===== config.mk =====
export PLATFORM = sky130hd
export DESIGN_NAME = fifo_wr_arbiter
export DESIGN_NICKNAME = d
export VERILOG_FILES = /design/src/rtl/fifo_wr_arbiter.sv
export SDC_FILE = /design/constraint.sdc
export NUM_CORES = 1
export LEC_CHECK = 0
export ABC_AREA = 0
export BUFFER_PORTS_ARGS = -buffer_cell sky130_fd_sc_hd__buf_4
export CAP_MARGIN = 10
export CORE_MARGIN = 3
export CORE_UTILIZATION = 40
export CTS_CLUSTER_DIAMETER = 80
export CTS_CLUSTER_SIZE = 28
export DETAILED_ROUTE_END_ITERATION = 10
export PLACE_DENSITY = 0.89
export SYNTH_ARGS = -nofsm -noshare
export SYNTH_HDL_FRONTEND = slang
export SYNTH_SLANG_ARGS = --single-unit

===== constraint.sdc =====
create_clock -name clk -period 2.1 [get_ports clk]
set_input_delay 0.105 -clock clk [delete_from_list [all_inputs] [get_ports clk]]
set_output_delay 0.105 -clock clk [all_outputs]
set_load 0.05 [all_outputs]

===== src/rtl/fifo_wr_arbiter.sv =====
// -----------------------------------------------------------------------------
// fifo_wr_arbiter
//
// Shares the single write port of a synchronous FIFO among num_req producers.
// One producer at a time is granted the port for a burst of at most max_burst
// accepted beats. Its beats go straight onto fifo_wr_en / fifo_wr_data in the
// same cycle as the handshake. Priority rotates round-robin starting after the
// most recently released producer, so no producer can starve.
//
// Handshake semantics (valid/ready):
//   A beat from producer i transfers in a cycle where req_valid[i] and
//   req_ready[i] are both high at the rising clock edge. A producer must hold
//   req_valid[i] and its data slice stable while req_ready[i] is low. Dropping
//   req_valid[i] while granted ends the grant. Back-pressure comes only from
//   fifo_full: fifo_wr_en is never high while fifo_full is high.
//
// Ports:
//   clk            in   clock, rising edge
//   rst_n          in   asynchronous active-low reset
//   req_valid      in   [num_req]             producer i has a word
//   req_data       in   [num_req*data_width]  producer i data at [i*data_width +: data_width]
//   req_ready      out  [num_req]             one-hot or zero; granted producer may transfer
//   fifo_full      in   FIFO full flag
//   fifo_wr_en     out  FIFO write enable
//   fifo_wr_data   out  [data_width]          FIFO write data
//   grant_valid    out  high while a producer owns the port
//   grant_id       out  [id_width]            granted producer; meaningful with grant_valid
//   dbg_state_o    out  FSM state (0 = IDLE, 1 = GRANT)
//   dbg_beat_cnt_o out  [4]                   beats accepted in the current grant
// -----------------------------------------------------------------------------
module fifo_wr_arbiter #(
  parameter int data_width = 8,
  parameter int num_req    = 4,
  parameter int id_width   = 2,
  parameter int max_burst  = 4
) (
  input  logic                           clk,
  input  logic                           rst_n,
  input  logic [num_req-1:0]             req_valid,
  input  logic [num_req*data_width-1:0]  req_data,
  output logic [num_req-1:0]             req_ready,
  input  logic                           fifo_full,
  output logic                           fifo_wr_en,
  output logic [data_width-1:0]          fifo_wr_data,
  output logic                           grant_valid,
  output logic [id_width-1:0]            grant_id,
  output logic                           dbg_state_o,
  output logic [3:0]                     dbg_beat_cnt_o
);

  typedef enum logic {
    ST_IDLE  = 1'b0,
    ST_GRANT = 1'b1
  } state_e;

  // Counter value of the final beat of a full burst.
  localparam logic [3:0]          LAST_BEAT   = 4'(max_burst - 1);
  // Reset value of last_id: makes producer 0 the first in priority order.
  localparam logic [id_width-1:0] LAST_ID_RST = id_width'(num_req - 1);

  // ---------------------------------------------------------------------------
  // Registered state
  // ---------------------------------------------------------------------------
  state_e              state_q,    state_d;
  logic [id_width-1:0] grant_id_q, grant_id_d;
  logic [id_width-1:0] last_id_q,  last_id_d;
  logic [3:0]          beat_cnt_q, beat_cnt_d;

  // ---------------------------------------------------------------------------
  // Round-robin winner search: candidates last_id+1, last_id+2, ... wrapping
  // modulo num_req. num_req is a power of two equal to 2**id_width, so plain
  // id_width-bit addition gives the wrap for free.
  // ---------------------------------------------------------------------------
  logic                win_found;
  logic [id_width-1:0] win_id;
  logic [id_width-1:0] cand;

  always_comb begin
    win_found = 1'b0;
    win_id    = '0;
    cand      = '0;
    for (int k = 1; k <= num_req; k++) begin
      cand = last_id_q + id_width'(k);
      if (!win_found && req_valid[cand]) begin
        win_found = 1'b1;
        win_id    = cand;
      end
    end
  end

  // ---------------------------------------------------------------------------
  // Selected producer's request and data
  // ---------------------------------------------------------------------------
  logic                  sel_valid;
  logic [data_width-1:0] sel_data;
  logic                  xfer;

  always_comb begin
    sel_valid = req_valid[grant_id_q];
    sel_data  = req_data[int'(grant_id_q)*data_width +: data_width];
  end

  // ---------------------------------------------------------------------------
  // Next-state and output logic
  // ---------------------------------------------------------------------------
  always_comb begin
    state_d      = state_q;
    grant_id_d   = grant_id_q;
    last_id_d    = last_id_q;
    beat_cnt_d   = beat_cnt_q;
    req_ready    = '0;
    fifo_wr_en   = 1'b0;
    fifo_wr_data = '0;
    grant_valid  = 1'b0;
    xfer         = 1'b0;

    case (state_q)
      ST_IDLE: begin
        // No handshake is possible here; this is the one-cycle bubble
        // between grants where arbitration happens.
        if (win_found) begin
          state_d    = ST_GRANT;
          grant_id_d = win_id;
          beat_cnt_d = '0;
        end
      end

      ST_GRANT: begin
        grant_valid             = 1'b1;
        req_ready[grant_id_q]   = !fifo_full;
        fifo_wr_data            = sel_data;
        xfer                    = sel_valid && !fifo_full;
        fifo_wr_en              = xfer;

        // Exit checks in priority order: burst complete, then producer gone.
        // A full FIFO with the producer still valid is a stall: the grant
        // and the beat count both hold.
        if (xfer) begin
          beat_cnt_d = beat_cnt_q + 4'd1;
          if (beat_cnt_q == LAST_BEAT) begin
            last_id_d = grant_id_q;
            state_d   = ST_IDLE;
          end
        end else if (!sel_valid) begin
          last_id_d = grant_id_q;
          state_d   = ST_IDLE;
        end
      end

      default: begin
        state_d = ST_IDLE;
      end
    endcase
  end

  // ---------------------------------------------------------------------------
  // State register. Reset forces IDLE immediately, which in turn forces every
  // combinational output to zero without waiting for a clock edge.
  // ---------------------------------------------------------------------------
  always_ff @(posedge clk or negedge rst_n) begin
    if (!rst_n) begin
      state_q    <= ST_IDLE;
      grant_id_q <= '0;
      last_id_q  <= LAST_ID_RST;
      beat_cnt_q <= '0;
    end else begin
      state_q    <= state_d;
      grant_id_q <= grant_id_d;
      last_id_q  <= last_id_d;
      beat_cnt_q <= beat_cnt_d;
    end
  end

  assign grant_id       = grant_id_q;
  assign dbg_state_o    = state_q;
  assign dbg_beat_cnt_o = beat_cnt_q;

endmodule

After elaboration in Yosys (flattened, before gate mapping)
Cells that the tools add are included.
{"block": "totals", "register_bits": 9, "inputBits": 39, "wordCells": 69}
{"block": "op_classes", "n_eq_ne": 5, "order_cmp": 6, "n_bitwise": 2, "n_mux": 35, "reduce_logical": 12, "n_shift": 1, "addsub": 4}
{"cell": "32-bit by 6-bit indexed part select with 8-bit output", "count": 1}
{"cell": "1-bit two-way mux", "count": 16}
{"cell": "2-bit by 3-bit < comparator with 1-bit output, second input constant", "count": 5}
{"cell": "2-bit two-way mux", "count": 7}
{"cell": "4-bit two-way mux", "count": 3}
{"cell": "1-bit binary-select mux with 2-bit select", "count": 5}
{"cell": "8-bit two-way mux", "count": 1}
{"cell": "4-bit one-hot mux with 2 select lines", "count": 1}
{"cell": "2-bit by 1-bit inequality test with 1-bit output, second input constant", "count": 3}
{"cell": "1-bit logical AND", "count": 5}
{"cell": "2-bit adder, second input constant", "count": 2}
{"cell": "4-bit by 1-bit adder with 4-bit output, second input constant", "count": 1}
{"cell": "4-bit AND", "count": 1}
{"cell": "4-bit by 2-bit equality test with 1-bit output, second input constant", "count": 1}
{"cell": "1-bit logical NOT", "count": 4}
{"cell": "2-bit AND reduction", "count": 2}
{"cell": "3-bit AND reduction", "count": 1}
{"cell": "2-bit by 1-bit adder with 2-bit output, second input constant", "count": 1}
{"cell": "1-bit demux with 2-bit select", "count": 1}
{"cell": "2-bit by 1-bit greater-or-equal comparator with 1-bit output, second input constant", "count": 1}
{"cell": "2-bit inequality test, second input constant", "count": 1}
{"cell": "1-bit one-hot mux with 2 select lines", "count": 1}
{"cell": "1-bit NOT", "count": 1}

Longest topological paths before layout
Gate-level depths: netlist of the first run.
{"block": "logic_depth", "ltp_word": 15, "depth_mapped": 4}

Worst setup path after synthesis of the first run
No wires, ideal clock.
{"block": "synth_timing", "kind": "register to output", "start": "register state_q (netlist: dbg_state_o)", "end": "output req_ready[0]", "path_slack_ns": -0.210, "stages_incl_launch_ff": 3, "required_ns": 1.995, "n_path_buf": 0, "t_arrival_ns": 2.205, "cell_sequence": "dfrtp_1 -> nor2b_1 -> nor3b_1"}
{"block": "synth_via", "elab_chain_len": 1}
{"element": "start: declaration", "line_no": "64", "rtl": "state_e state_q, state_d;"}
{"element": "start signal: assignment", "line_no": "167", "rtl": "state_q <= state_d;"}
{"element": "4-bit two-way mux", "line_no": "117", "rtl": "case (state_q)"}
{"element": "end: declaration", "line_no": "41", "rtl": "output logic [num_req-1:0] req_ready,"}
Every way passes these cells.

Final worst setup path of the first run
{"block": "layout_timing", "start": "register beat_cnt_q[0] (netlist: dbg_beat_cnt_o[0])", "end": "register last_id_q[1]"}
{"block": "layout_via", "elab_chain_len": 3}
{"element": "start: declaration", "line_no": "67", "rtl": "logic [3:0] beat_cnt_q, beat_cnt_d;"}
{"element": "start signal: assignment", "line_no": "170", "rtl": "beat_cnt_q <= beat_cnt_d;"}
{"element": "4-bit by 2-bit equality test with 1-bit output", "line_no": "140", "rtl": "if (beat_cnt_q == LAST_BEAT) begin"}
{"element": "2-bit by 1-bit inequality test with 1-bit output (no line)"}
{"element": "3-bit AND reduction (no line)"}
{"element": "end signal: assignment", "line_no": "169", "rtl": "last_id_q <= last_id_d;"}
{"element": "end: declaration", "line_no": "66", "rtl": "logic [id_width-1:0] last_id_q, last_id_d;"}
Every way passes these cells.
A chain may end at the register's enable or synchronous reset.

==> results of run 1 <==
## timing repair
item / in CTS / in global routing
hold buffers: 1 / 0
gates resized for setup: 0 / 1
setup buffers: 0 / 0
hold endpoints to repair: 9 / 0
endpoints found under the setup margin: 0 / 9
## cells in the final DEF, fill, tap and decap left out, types with 3 or more instances in the layout
master	n
nand3_1	3
dfrtp_1	6
clkbuf_4	3
mux4_2	9
mux2i_1	4
buf_4	62
nand2_1	3
and2_1	10
nand3b_1	3
nor2b_1	3
## state kept, by name, indices dropped and copies added (netlist names)
register and flops:
last_id_q 2, grant_id 2, dbg_beat_cnt_o 4, dbg_state_o 1
## path summary, 6_finish.rpt
check / endpoint / cells past startpoint / startpoint
worst max-delay path: last_id_q[1] / 4 / dbg_beat_cnt_o[0]
worst min-delay path: dbg_beat_cnt_o[2] / 3 / fifo_full
min in group asynchronous: dbg_beat_cnt_o[2] / 2 / rst_n
worst min register to register: dbg_beat_cnt_o[3] / 1 / dbg_beat_cnt_o[3]
worst max register to register: last_id_q[1] / 4 / dbg_beat_cnt_o[0]
max in group asynchronous: last_id_q[1] / 2 / rst_n
## where the power goes
group	switching [mW]	internal, mW
Combinational	0.984	0.650
Clock	0.0713	0.0737
Sequential	0.136	0.264
## worst min-delay path: cells and delay by family
family	cells	cell delay, ns
buffers and inverters	1	0.12
AND/OR/NAND/NOR	1	0.07
AO/OA/AOI/OAI	1	0.07
## logic make-up (layout without fill, tap and decap cells)
kind of cell             count (synthesis)  after routing  share of synthesized area [%]
AND/OR/NAND/NOR                         34             34                           26.4
multiplexers                            15             15                           30.3
AO/OA/AOI/OAI                           13             13                           10.9
flip-flops                               9              9                           26.0
buffers and inverters                    8             68                           5.00
adder cells (fa/ha/maj)                  1              1                           1.43
## layer usage
layer | share of wire (%) | global-route usage [%] | vias up
li1 | - | - | 430
met1 | 36 | 25.6 | 446
met2 | 52 | 39.0 | 45
met3 | 9.8 | 5.13 | 5
met4 | 1.4 | 6.38 | 0
met5 | 0 | 0 | -
## layout make-up
class	count	area share (%)
Multi-Input combinational cell	63	44.2
Inverter	1	0.272
Tap cell	27	2.45
Sequential cell	9	16.6
Timing Repair Buffer	63	34.5
Clock buffer	4	1.91
## stage by stage
step	total power [mW]	instances	hold WS [ns]	utilization, %
after detailed placement	2.03	162	-0.0658	66.3
final	2.18	167	0.126	68.1
after global placement	1.99	162	-0.0670	66.3
after floorplan	1.59	80	-0.191	-
after CTS	2.18	167	0.123	68.1
after global routing	2.30	167	0.161	68.1
==> impl_metrics.ini, run 1 <==
[outcome]
status = finished, final reports clean

[setup_path]
cp.required_ns = 2.29
r2r_setup_slack_ns = 0.18
crit_fanout = 6
cp_top_family = simple AND/OR/NAND/NOR gates
critPathCaptureType = flop
path_cells = ha_1, or4b_2, a21boi_2, mux2_1
max_stage_delay_ns = 0.64
critPathBufInv = 0
crit_type = reg -> reg
slowest_stage = or4b_2
arrival_ns = 2.12
cp-start-kind = flop

[global_route]
grt_antenna_before_repair = 0
grt_max_degree = 28
grt_overflow = 0
grt_pass1_vias = 894
grt_pass1_wl_mm = 4.41
grtUsageTotal_pct = 21.9

[synthesis]
yosys_warnings = 0
synth_most_common_cell = and2_1
synth_common_cells = and2_1, mux4_2, dfrtp_1, mux2i_1
syn_area_per_cell_sq_um = 10.9
netlist_instances = 80
synth-async-reset-ratio_pct = 100
ys.flop_type = dfrtp_1
synthTopCellsByArea = mux4_2, dfrtp_1, and2_1
synthDominantAreaCellType = mux4_2
ys_seq_elements = 9
synth_cell_types = 35
yosysSeqAreaShare_pct = 26.0
synth_nets = 120
synth.top_cell.area_share_pct = 23.1
synth-edff-count = 0
syn_area_sq_um = 876

[floorplan]
fp-row-count = 16
die_x_um = 52.8
coreArea_sq_mm = 0.00202
die_h_um = 52.8
die_area_sq_mm = 0.00279
ios = 60
start_util_pct = 43.3

[sta]
min_period_over_period_pct = 91.7
fin_skew_ns = 0.00154
drv_slew = 0
slew_headroom_pct = 43.1
setup_ws_ns = 0.175
period_minus_slack_ns = 1.92
worst-slew-pin-transition_ns = 0.847
max_freq_ghz = 0.520
tns_ns = 0
setup_viol = 0
finalHoldViolCount = 0
rsz0062_at_grt = no

[clock_network]
htree_levels = 1
root_buffer = clkbuf_4
clockBufferDepth = 2
cts.sinks = 9
cts-buffers-inserted = 3
insertion_delay_ns = 0.27
cts_tree = done
clk_pin_slew_ns = 0.07

[finish]
multi_input_area_sq_um = 609
postLayoutCellArea_sq_mm = 0.00138
regArea_sq_um = 229
diodes = 0
area_growth_pct = 57.3
drive_above_1_share_pct = 57.9
fin_nets = 181
nFillCells = 135

[route]
routed_wl_mm = 2.82
drt_iter0_drc = 10
routed_via_density = 5.54
firstDrtPassIters = 5
drc = 0
vias = 926
avgRoutedWirePerCell_um = 16.9
final_antenna_net_count = 0

[placed_design]
gp_congestion = 0.838
io_buffers = 59
placed_area_sq_mm = 0.00134
hpwl_mm = 2.20
dpl_worst_slack_ns = 0.210

[pwr]
power_density_mw_per_mm2 = 1580
leakage_nw = 0.650
ir_worst_vdd_uv = 932

[flow_run]
maxCapViolations = 0

[min_path]
hold_class = in -> reg
Power figures use the tool's default switching activity.
==> run 2: changes to the inputs <==
Settings changed: GPL_TIMING_DRIVEN set to 0.
==> impl_metrics.ini, run 2 (same netlist as run 1, synthesis figures left out) <==
[outcome]
status = finished, final reports clean

[global_route]
grt_pass1_vias = 871
grt_overflow = 0
grt_pass1_wl_mm = 4.06
grt_max_degree = 11
grt_antenna_before_repair = 0
grtUsageTotal_pct = 19.7

[clock_network]
clockBufferDepth = 2
root_buffer = clkbuf_4
cts_tree = done
clk_pin_slew_ns = 0.06
insertion_delay_ns = 0.26
post-cts-setup-buffers = 0
cts-buffers-inserted = 3
htree_levels = 1
cts.sinks = 9

[setup_path]
r2r-end = last_id_q[0]
cp.required_ns = 2.00
cp-start-kind = flop
arrival_ns = 1.84
rr_worst_depth = 4
r2r_setup_slack_ns = 0.21
critPathCaptureType = output port
crit_fanout = 15
crit_type = reg -> out
worstReg2RegStart = dbg_beat_cnt_o[0]

[placed_design]
io_buffers = 59
dp.cells = 166
hpwl_mm = 2.22
gp_congestion = 0.817
dpl_worst_slack_ns = 0.225

[route]
avgRoutedWirePerCell_um = 15.4
drt_iter0_drc = 20
routed_via_density = 5.36
vias = 911
firstDrtPassIters = 4
routed_wl_mm = 2.61
final_antenna_net_count = 0
drc = 0

[sta]
drv_slew = 0
finalHoldViolCount = 0
setup_ws_ns = 0.152
fin_hold_ws_ns = 0.136
worst-slew-pin-transition_ns = 0.841
slew_headroom_pct = 43.5
rsz0062_at_grt = no
fin_skew_ns = 0.00896
max_freq_ghz = 0.513
min_period_over_period_pct = 92.7
tns_ns = 0
period_minus_slack_ns = 1.95
setup_viol = 0

[min_path]
holdPathEnd = dbg_beat_cnt_o[2]
hold_class = in -> reg
hold_depth = 3
hold_start = fifo_full

[pwr]
ir_worst_vdd_uv = 1070
p_comb_share_pct = 77.4
p_seq_share_pct = 16.7
power_density_mw_per_mm2 = 1560
sw_frac_of_total_pct = 53.7
finalPower_mw = 2.18
clock_power_share_pct = 5.9
p_sw_mw = 1.17
cellInternalPower_mw = 1.01
leakage_nw = 0.660

[floorplan]
ios = 60
die_x_um = 52.8
start_util_pct = 43.3
die_h_um = 52.8
die_area_sq_mm = 0.00279
coreArea_sq_mm = 0.00202
fp-row-count = 16

[finish]
fin_nets = 184
final_common_cell = buf_4
layout_common_cells = buf_4, and2_1, mux4_2, dfrtp_1, mux2i_1
largest_reg_flops = 4
finalNonFillerCells = 170
area_growth_pct = 59.4
nFillCells = 154
diodes = 0
drive_above_1_share_pct = 56.6

[flow_run]
maxCapViolations = 0
==> run 2: changes by cell type in the layout (fill, tap and decap cells not counted) <==
cell	change
clkbuf_1	+2
buf_2	+1
buf_4	-2
dfrtp_2	-1
buf_6	+2
dfrtp_1	+1
==> run 2: stage by stage <==
step	instance area, sq um	utilization, %
2_1_floorplan	881	-
3_3_place_gp	1360	67.1
3_5_place_dp	1360	67.1
4_1_cts	1390	68.9
5_1_grt	1400	69.1
6_report	1400	69.1
==> run 2: how the worst max path moves through the flow <==
stage,from,end,cells after the start
6_report,grant_id[1],fifo_wr_en,4
5_1_grt,grant_id[0],fifo_wr_data[4],5
4_1_cts,grant_id[0],fifo_wr_data[1],5
3_5_place_dp,dbg_beat_cnt_o[0],last_id_q[0],4
3_3_place_gp,dbg_beat_cnt_o[0],last_id_q[1],4
2_1_floorplan,dbg_beat_cnt_o[0],last_id_q[1],4
==> run 2: what timing repair did <==
item | CTS | global route
gates resized for setup | 0 | 3
endpoints found under the hold margin | 9 | 0
setup endpoints to repair | 0 | 4
hold buffers | 1 | 0
==> run 2: power by group through the flow <==
stage / registers [mW] / logic [mW] / clock network, mW
5_1_grt: 0.378 / 1.79 / 0.142
6_report: 0.365 / 1.69 / 0.129
2_1_floorplan: 0.528 / 1.06 / 0
3_5_place_dp: 0.366 / 1.69 / 0
4_1_cts: 0.363 / 1.70 / 0.133
3_3_place_gp: 0.359 / 1.66 / 0
==> run 2: routing by layer <==
metal,vias up,global-route usage (%),wire length (um)
met5,-,0,0
met3,0,5.70,242
met2,38,38.8,1400
li1,438,-,-
met4,0,1.28,0
met1,435,21.1,966
==> run 2: worst max-delay path: stages, from the launching register on <==
cell	delay (ns)
dfrtp_1	0.37
buf_6	0.18
mux4_2	0.63
and2_1	0.21
buf_4	0.18
==> run 2: area by class of cell <==
type,count,area [sq um],area share (%)
Clock buffer,4,26.3,1.88
Tap cell,27,33.8,2.42
Sequential cell,9,228,16.3
Inverter,1,3.75,0.269
Timing Repair Buffer,60,453,32.4
Buffer,6,42.5,3.05
Multi-Input combinational cell,63,609,43.6
